==> config.mk <==
export PLATFORM = sky130hd
export DESIGN_NAME = axi_aw_w_sync
export DESIGN_NICKNAME = d
export VERILOG_FILES = /design/src/rtl/axi_aw_w_sync.sv
export SDC_FILE = /design/constraint.sdc
export NUM_CORES = 1
export LEC_CHECK = 0
export BUFFER_PORTS_ARGS = -buffer_cell sky130_fd_sc_hd__buf_2
export CAP_MARGIN = 20
export CORE_ASPECT_RATIO = 0.9
export CORE_UTILIZATION = 45
export DETAILED_ROUTE_END_ITERATION = 8
export PLACE_DENSITY_LB_ADDON = 0.1
export SLEW_MARGIN = 20
export SYNTH_ARGS = -nofsm -noshare
export SYNTH_HDL_FRONTEND = slang
export SYNTH_SLANG_ARGS = --single-unit
==> constraint.sdc <==
create_clock -name clk_i -period 3.9 [get_ports clk_i]
set_clock_uncertainty 0.15 [all_clocks]
set_input_delay 0.195 -clock clk_i [delete_from_list [all_inputs] [get_ports clk_i]]
set_output_delay 0.195 -clock clk_i [all_outputs]
set_load 0.05 [all_outputs]
==> src/rtl/axi_aw_w_sync.sv <==
// AXI write-channel synchronizer: forwards AW, queues burst lengths, gates W per burst and regenerates WLAST.
// Optional upstream-WLAST consistency check enabled by defining AXI_W_LAST_CHECK_EN.
module axi_aw_w_sync #(
  parameter int unsigned AW_WIDTH        = 32,
  parameter int unsigned W_WIDTH         = 64,
  parameter int unsigned MAX_OUTSTANDING = 4
) (
  input  logic                                   clk_i,
  input  logic                                   rst_i,
  input  logic                                   slv_aw_valid_i,
  output logic                                   slv_aw_ready_o,
  input  logic [7:0]                             slv_aw_len_i,
  input  logic [AW_WIDTH-1:0]                    slv_aw_data_i,
  output logic                                   mst_aw_valid_o,
  input  logic                                   mst_aw_ready_i,
  output logic [7:0]                             mst_aw_len_o,
  output logic [AW_WIDTH-1:0]                    mst_aw_data_o,
  input  logic                                   slv_w_valid_i,
  output logic                                   slv_w_ready_o,
  input  logic [W_WIDTH-1:0]                     slv_w_data_i,
  input  logic                                   slv_w_last_i,
  output logic                                   mst_w_valid_o,
  input  logic                                   mst_w_ready_i,
  output logic [W_WIDTH-1:0]                     mst_w_data_o,
  output logic                                   mst_w_last_o,
  output logic [$clog2(MAX_OUTSTANDING+1)-1:0]   outstanding_o,
  output logic                                   error_o
);

  localparam int unsigned PW = $clog2(MAX_OUTSTANDING);
  localparam int unsigned CW = $clog2(MAX_OUTSTANDING + 1);

  typedef enum logic {
    IDLE,
    BURST
  } state_e;

  state_e          state_q;
  logic [7:0]      len_q [MAX_OUTSTANDING];
  logic [PW-1:0]   wr_ptr_q;
  logic [PW-1:0]   rd_ptr_q;
  logic [CW-1:0]   count_q;
  logic [7:0]      beat_cnt_q;

  logic q_full;
  logic aw_push;
  logic in_burst;
  logic w_hs;
  logic w_pop;

  assign q_full   = (count_q == CW'(MAX_OUTSTANDING));

  assign mst_aw_valid_o = slv_aw_valid_i & ~q_full & ~rst_i;
  assign slv_aw_ready_o = mst_aw_ready_i & ~q_full & ~rst_i;
  assign mst_aw_len_o   = slv_aw_len_i;
  assign mst_aw_data_o  = slv_aw_data_i;
  assign aw_push        = mst_aw_valid_o & mst_aw_ready_i;

  // W is gated by the registered state, so it opens one cycle after the first AW lands.
  assign in_burst      = (state_q == BURST) & ~rst_i;
  assign mst_w_valid_o = in_burst & slv_w_valid_i;
  assign slv_w_ready_o = in_burst & mst_w_ready_i;
  assign mst_w_data_o  = slv_w_data_i;
  assign mst_w_last_o  = in_burst & (beat_cnt_q == len_q[rd_ptr_q]);
  assign w_hs          = mst_w_valid_o & mst_w_ready_i;
  assign w_pop         = w_hs & mst_w_last_o;

  assign outstanding_o = count_q;

  always_ff @(posedge clk_i) begin
    if (aw_push) begin
      len_q[wr_ptr_q] <= slv_aw_len_i;
    end
  end

  always_ff @(posedge clk_i) begin
    if (rst_i) begin
      state_q    <= IDLE;
      wr_ptr_q   <= '0;
      rd_ptr_q   <= '0;
      count_q    <= '0;
      beat_cnt_q <= '0;
    end else begin
      if (aw_push) begin
        wr_ptr_q <= wr_ptr_q + PW'(1);
      end
      if (w_pop) begin
        rd_ptr_q <= rd_ptr_q + PW'(1);
      end
      case ({aw_push, w_pop})
        2'b10:   count_q <= count_q + CW'(1);
        2'b01:   count_q <= count_q - CW'(1);
        default: count_q <= count_q;
      endcase
      if (w_hs) begin
        beat_cnt_q <= w_pop ? '0 : beat_cnt_q + 8'd1;
      end
      case (state_q)
        IDLE:    if (aw_push) state_q <= BURST;
        BURST:   if (w_pop && !aw_push && count_q == CW'(1)) state_q <= IDLE;
        default: state_q <= IDLE;
      endcase
    end
  end

`ifdef AXI_W_LAST_CHECK_EN
  logic error_q;

  always_ff @(posedge clk_i) begin
    if (rst_i) begin
      error_q <= 1'b0;
    end else if (w_hs && (slv_w_last_i != mst_w_last_o)) begin
      error_q <= 1'b1;
    end
  end

  assign error_o = error_q;
`else
  logic unused_w_last;
  assign unused_w_last = slv_w_last_i;
  assign error_o       = 1'b0;
`endif

endmodule

### Yosys cells after proc, flatten, opt, wreduce, memory -nomap -nowiden

Memories as Yosys holds them, arrays and structs flattened. A register that Yosys moved wholly into a read port is not among the register bits.
Cells that the tools add are included.

| word-level totals | value |
|---|---|
| bits in writable memories | 32 |
| output and inout port bits | 113 |
| flip-flop bits (word level) | 16 |
| memories kept | 1 |

Memories:

| memory | depth | bits a word | rd ports | clocked after memory_dff | wr ports | RTL line | RTL |
|---|---|---|---|---|---|---|---|
| len_q | 4 | 8 | 1 | 1 | 1 | 39 | `logic [7:0] len_q [MAX_OUTSTANDING];` |

| operators by class | value |
|---|---|
| reduce and logical (&&, ||, !) cells | 4 |
| equal/unequal tests | 5 |
| add/sub/neg operators | 5 |
| multiplexer cells | 8 |
| bitwise logic cells | 14 |

Operators by type and width:

| kind | count |
|---|---|
| $and A1 B1 Y1 | 11 |
| $add A8 B1 Y8 const B | 1 |
| $eq A8 B8 Y1 | 1 |
| $mux W8 | 1 |
| $pmux W3 S2 | 1 |
| $add A2 B1 Y2 const B | 2 |
| $mux W2 | 2 |
| $add A3 B1 Y3 const B | 1 |
| $eq A3 B1 Y1 const B | 1 |
| $eq A3 B3 Y1 const B | 1 |
| $mux W1 | 3 |
| $not A1 Y1 | 3 |
| $sub A3 B1 Y3 const B | 1 |
| $eq A2 B1 Y1 const B | 1 |
| $eq A2 B2 Y1 const B | 1 |
| $logic_and A1 B1 Y1 | 2 |
| $pmux W1 S2 | 1 |
| $reduce_bool A2 Y1 | 1 |
| $logic_not A1 Y1 | 1 |

### Logic depth before layout (Yosys ltp)

| logic depth | value |
|---|---|
| word-level depth | 10 |
| mapped depth | 11 |
| mapped depth without buffers | 9 |

### Least setup slack after synthesis

Ideal clock, no wire load.

| path | value |
|---|---|
| path type | register to register |
| from | reg with a tool-made name |
| to | reg beat_cnt_q[1] |
| period minus slack after synthesis | 2.983 ns |
| arrival time | 2.637 ns |
| required time | 3.555 ns |
| cell stages (with the launch flop) | 7 |
| slack | 0.917 ns |
| library setup time | 0.195 ns |
| cell sequence | dfxtp_1 > buf_6 > mux4_2 > xnor2_1 > o211ai_2 > nor3_1 > o32ai_1 |

RTL lines:

| item | RTL line | RTL |
|---|---|---|
| end signal, assigned | 96 | `beat_cnt_q <= w_pop ? '0 : beat_cnt_q + 8'd1;` |
| end, declared | 43 | `logic [7:0] beat_cnt_q;` |

==> impl_metrics.toml <==
[outcome]
status = "complete, no violations"

[job]
maxCapViolCount = 0

[timing]
fmax_mhz = 351
tightestPinTransition_ns = 0.554
holdWs_ns = 0.120
finalMaxSlewViolations = 0
finalSetupViolations = 0
hold_viol = 0
fin_setup_tns_ns = 0
slew_headroom_pct = 62.8
rsz0062_at_grt = "false"
fin_crit_ns = 2.85
fin_crit_sh_pct = 73.1

[clock_tree]
clock-sinks = 50
clock_tree.htree_level_count = 2
cts_buffers = 5
path_clk_slew_ns = 0.08
post_cts_buffers = 0
cts-root-buf = "clkbuf_8"
clk_latency_ns = 0.30
cts_buffer_depth = 2
cts_tree = "done"

[critical_path]
arrival_ns = 2.51
cp_max_fo = 8
slowest_stage = "dfxtp_1"
crit_chain = "mux4_2 -> xnor2_1 -> o211ai_2 -> nor3_1 -> buf_2"
crit_required_ns = 3.56
path_class = "flop to output port"
worstSetupStartpointType = "flop"
cp_slowest_stage_delay_ns = 0.60
end_kind = "output port"

[synthesis]
syn_area_um2 = 3120
synthArstFlopShare_pct = 0
yosysWarningCount = 0
synthFlopType = "edfxtp_1"
synth_fp_nets = 406
postSynthCellCount = 285
ys_types = 41
synth_edf_count = 32
synth_area_per_cell_um2 = 11.0
yosysSeqAreaShare_pct = 42.3
ys_ff_latch = 50

[pwr]
power_density_nw_per_um2 = 373
ir_drop_v = 0.000163
p_leak_uw = 0.000987

[cells_and_area]
fin_area_um2 = 2740
n_antenna_cell = 0
instances_no_fill = 308
area_growth_pct = -12.3
mostFrequentLayoutCells = "edfxtp_1, buf_2, dfxtp_1, mux2i_1, xnor2_1"
nets = 338
final_common_cell = "edfxtp_1"
drive_gt1_share_pct = 21.1

[global_route]
track_usage_pct = 12.8
grt_max_degree = 22
grt_pass1_vias = 1492
overflow = 0
antenna_found_initial = 0
grt_first_pass_wirelength_mm = 7.21

[floorplan]
die_x_um = 89.8
die_y_um = 81.0
rows = 28
ios = 224
design.core.area_um2 = 6660
initial_core_util_pct = 46.9
dieArea_um2 = 7280

[placement]
gp_congestion = 0.812
port_buffers = 29
dp.cells = 292
post-dp-hpwl_mm = 3.41
placed_area_um2 = 2540

[routing]
vias = 1532
drc = 0
drtAntennaViolNets = 0
wl_mm = 4.59
dr.first_iter.drc_count = 35
post_drt_wl_per_cell_um = 14.9
viasPerCell = 4.97
drtPass1Iterations = 4

[worst_hold_path]
hold_path.class = "primary input to flop"
-- kinds of logic (layout without fill, tap and decap cells) --
logic type | count (synthesis) | after routing | synth area share (%)
adders and majority gates | 10 | 10 | 4.00
DFF | 50 | 50 | 42.3
other | 1 | 1 | 0.120
and+or+nand+nor | 52 | 52 | 10.1
xor gates and xnor gates | 21 | 21 | 5.89
muxes | 19 | 19 | 7.01
AOI/OAI and AO/OA | 10 | 10 | 2.28
buffers and inverters | 122 | 55 | 28.3
-- layout make-up --
class | count | area (um^2)
Clock inverter | 1 | 30.0
Timing Repair Buffer | 39 | 240
Inverter | 8 | 30.0
Multi-Input combinational cell | 113 | 920
Clock buffer | 7 | 86.3
Fill cell | 654 | 3920
Tap cell | 90 | 113
Sequential cell | 50 | 1320
-- layer usage --
metal | vias up | GRT usage (%) | part of all wire (%)
li1 | 713 | - | -
met1 | 717 | 15.5 | 44
met3 | 22 | 5.81 | 6.0
met5 | - | 0 | 0
met4 | 0 | 3.77 | 2.0
met2 | 80 | 20.8 | 48
-- synthesized netlist by cell type (all sizes together), types with 2 or more instances --
cell type | number | share of area (%)
clkbuf | 5 | 0.60
nor2 | 9 | 1.1
nor4 | 3 | 1.3
mux2i | 14 | 4.5
a21oi | 2 | 0.32
xnor2 | 14 | 3.9
and2 | 9 | 1.8
buf | 109 | 27
nor3 | 12 | 2.1
o21ai | 3 | 0.48
nand2 | 6 | 0.72
mux4 | 2 | 1.4
and3 | 2 | 0.40
mux2 | 3 | 1.1
xor2 | 7 | 2.0
edfxtp | 32 | 31
nand4 | 3 | 0.60
ha | 10 | 4.0
nor2b | 2 | 0.40
inv | 8 | 0.96
dfxtp | 18 | 12
-- what timing repair did --
action / 4_1_cts / 5_1_grt
gates resized for setup: 0 / 0
hold endpoints to repair: 32 / 0
hold buffers: 8 / 0
-- path summary, 6_finish.rpt --
path / to / depth (start not counted) / slack (ns) / start
setup / recovery: mst_w_last_o / 5 / 1.05 / flop
hold / removal: beat_cnt_q[0] / 3 / 0.12 / slv_w_valid_i
hold reg to reg: outstanding_o[2] / 2 / 0.40 / outstanding_o[2]
setup reg to reg: outstanding_o[2] / 9 / 1.06 / flop
-- metrics by stage --
step	setup WS, ns	power (uW)	util, %
4_1_cts	0.974	1030	41.2
3_5_place_dp	1.02	657	38.2
6_report	1.05	1020	41.2
2_1_floorplan	0.917	906	-
3_3_place_gp	1.04	655	38.2
5_1_grt	0.814	1060	41.2
-- worst max-delay path: cells and delay by family, from the launching register on --
kind / cells / cell delay, ns
buf+inv: 1 / 0.34
compound gates: 1 / 0.17
xor+xnor: 1 / 0.18
mux: 1 / 0.59
flops: 1 / 0.60
simple gates: 1 / 0.33
-- report_power, final --
| group | total, uW | switching [uW] | internal (uW) |
|---|---|---|---|
| registers | 572 | 3.88 | 568 |
| logic | 78.6 | 53.1 | 25.5 |
| clock network | 372 | 163 | 209 |
-- state kept, by name (all words and copies together) (netlist names), named ones only --
| name | cells |
|---|---|
| len_q | 32 |
| beat_cnt_q | 8 |
| outstanding_o | 3 |
| rd_ptr_q | 2 |
| wr_ptr_q | 2 |
| state_q | 1 |
Note: power is estimated with default switching activity, not from simulation.
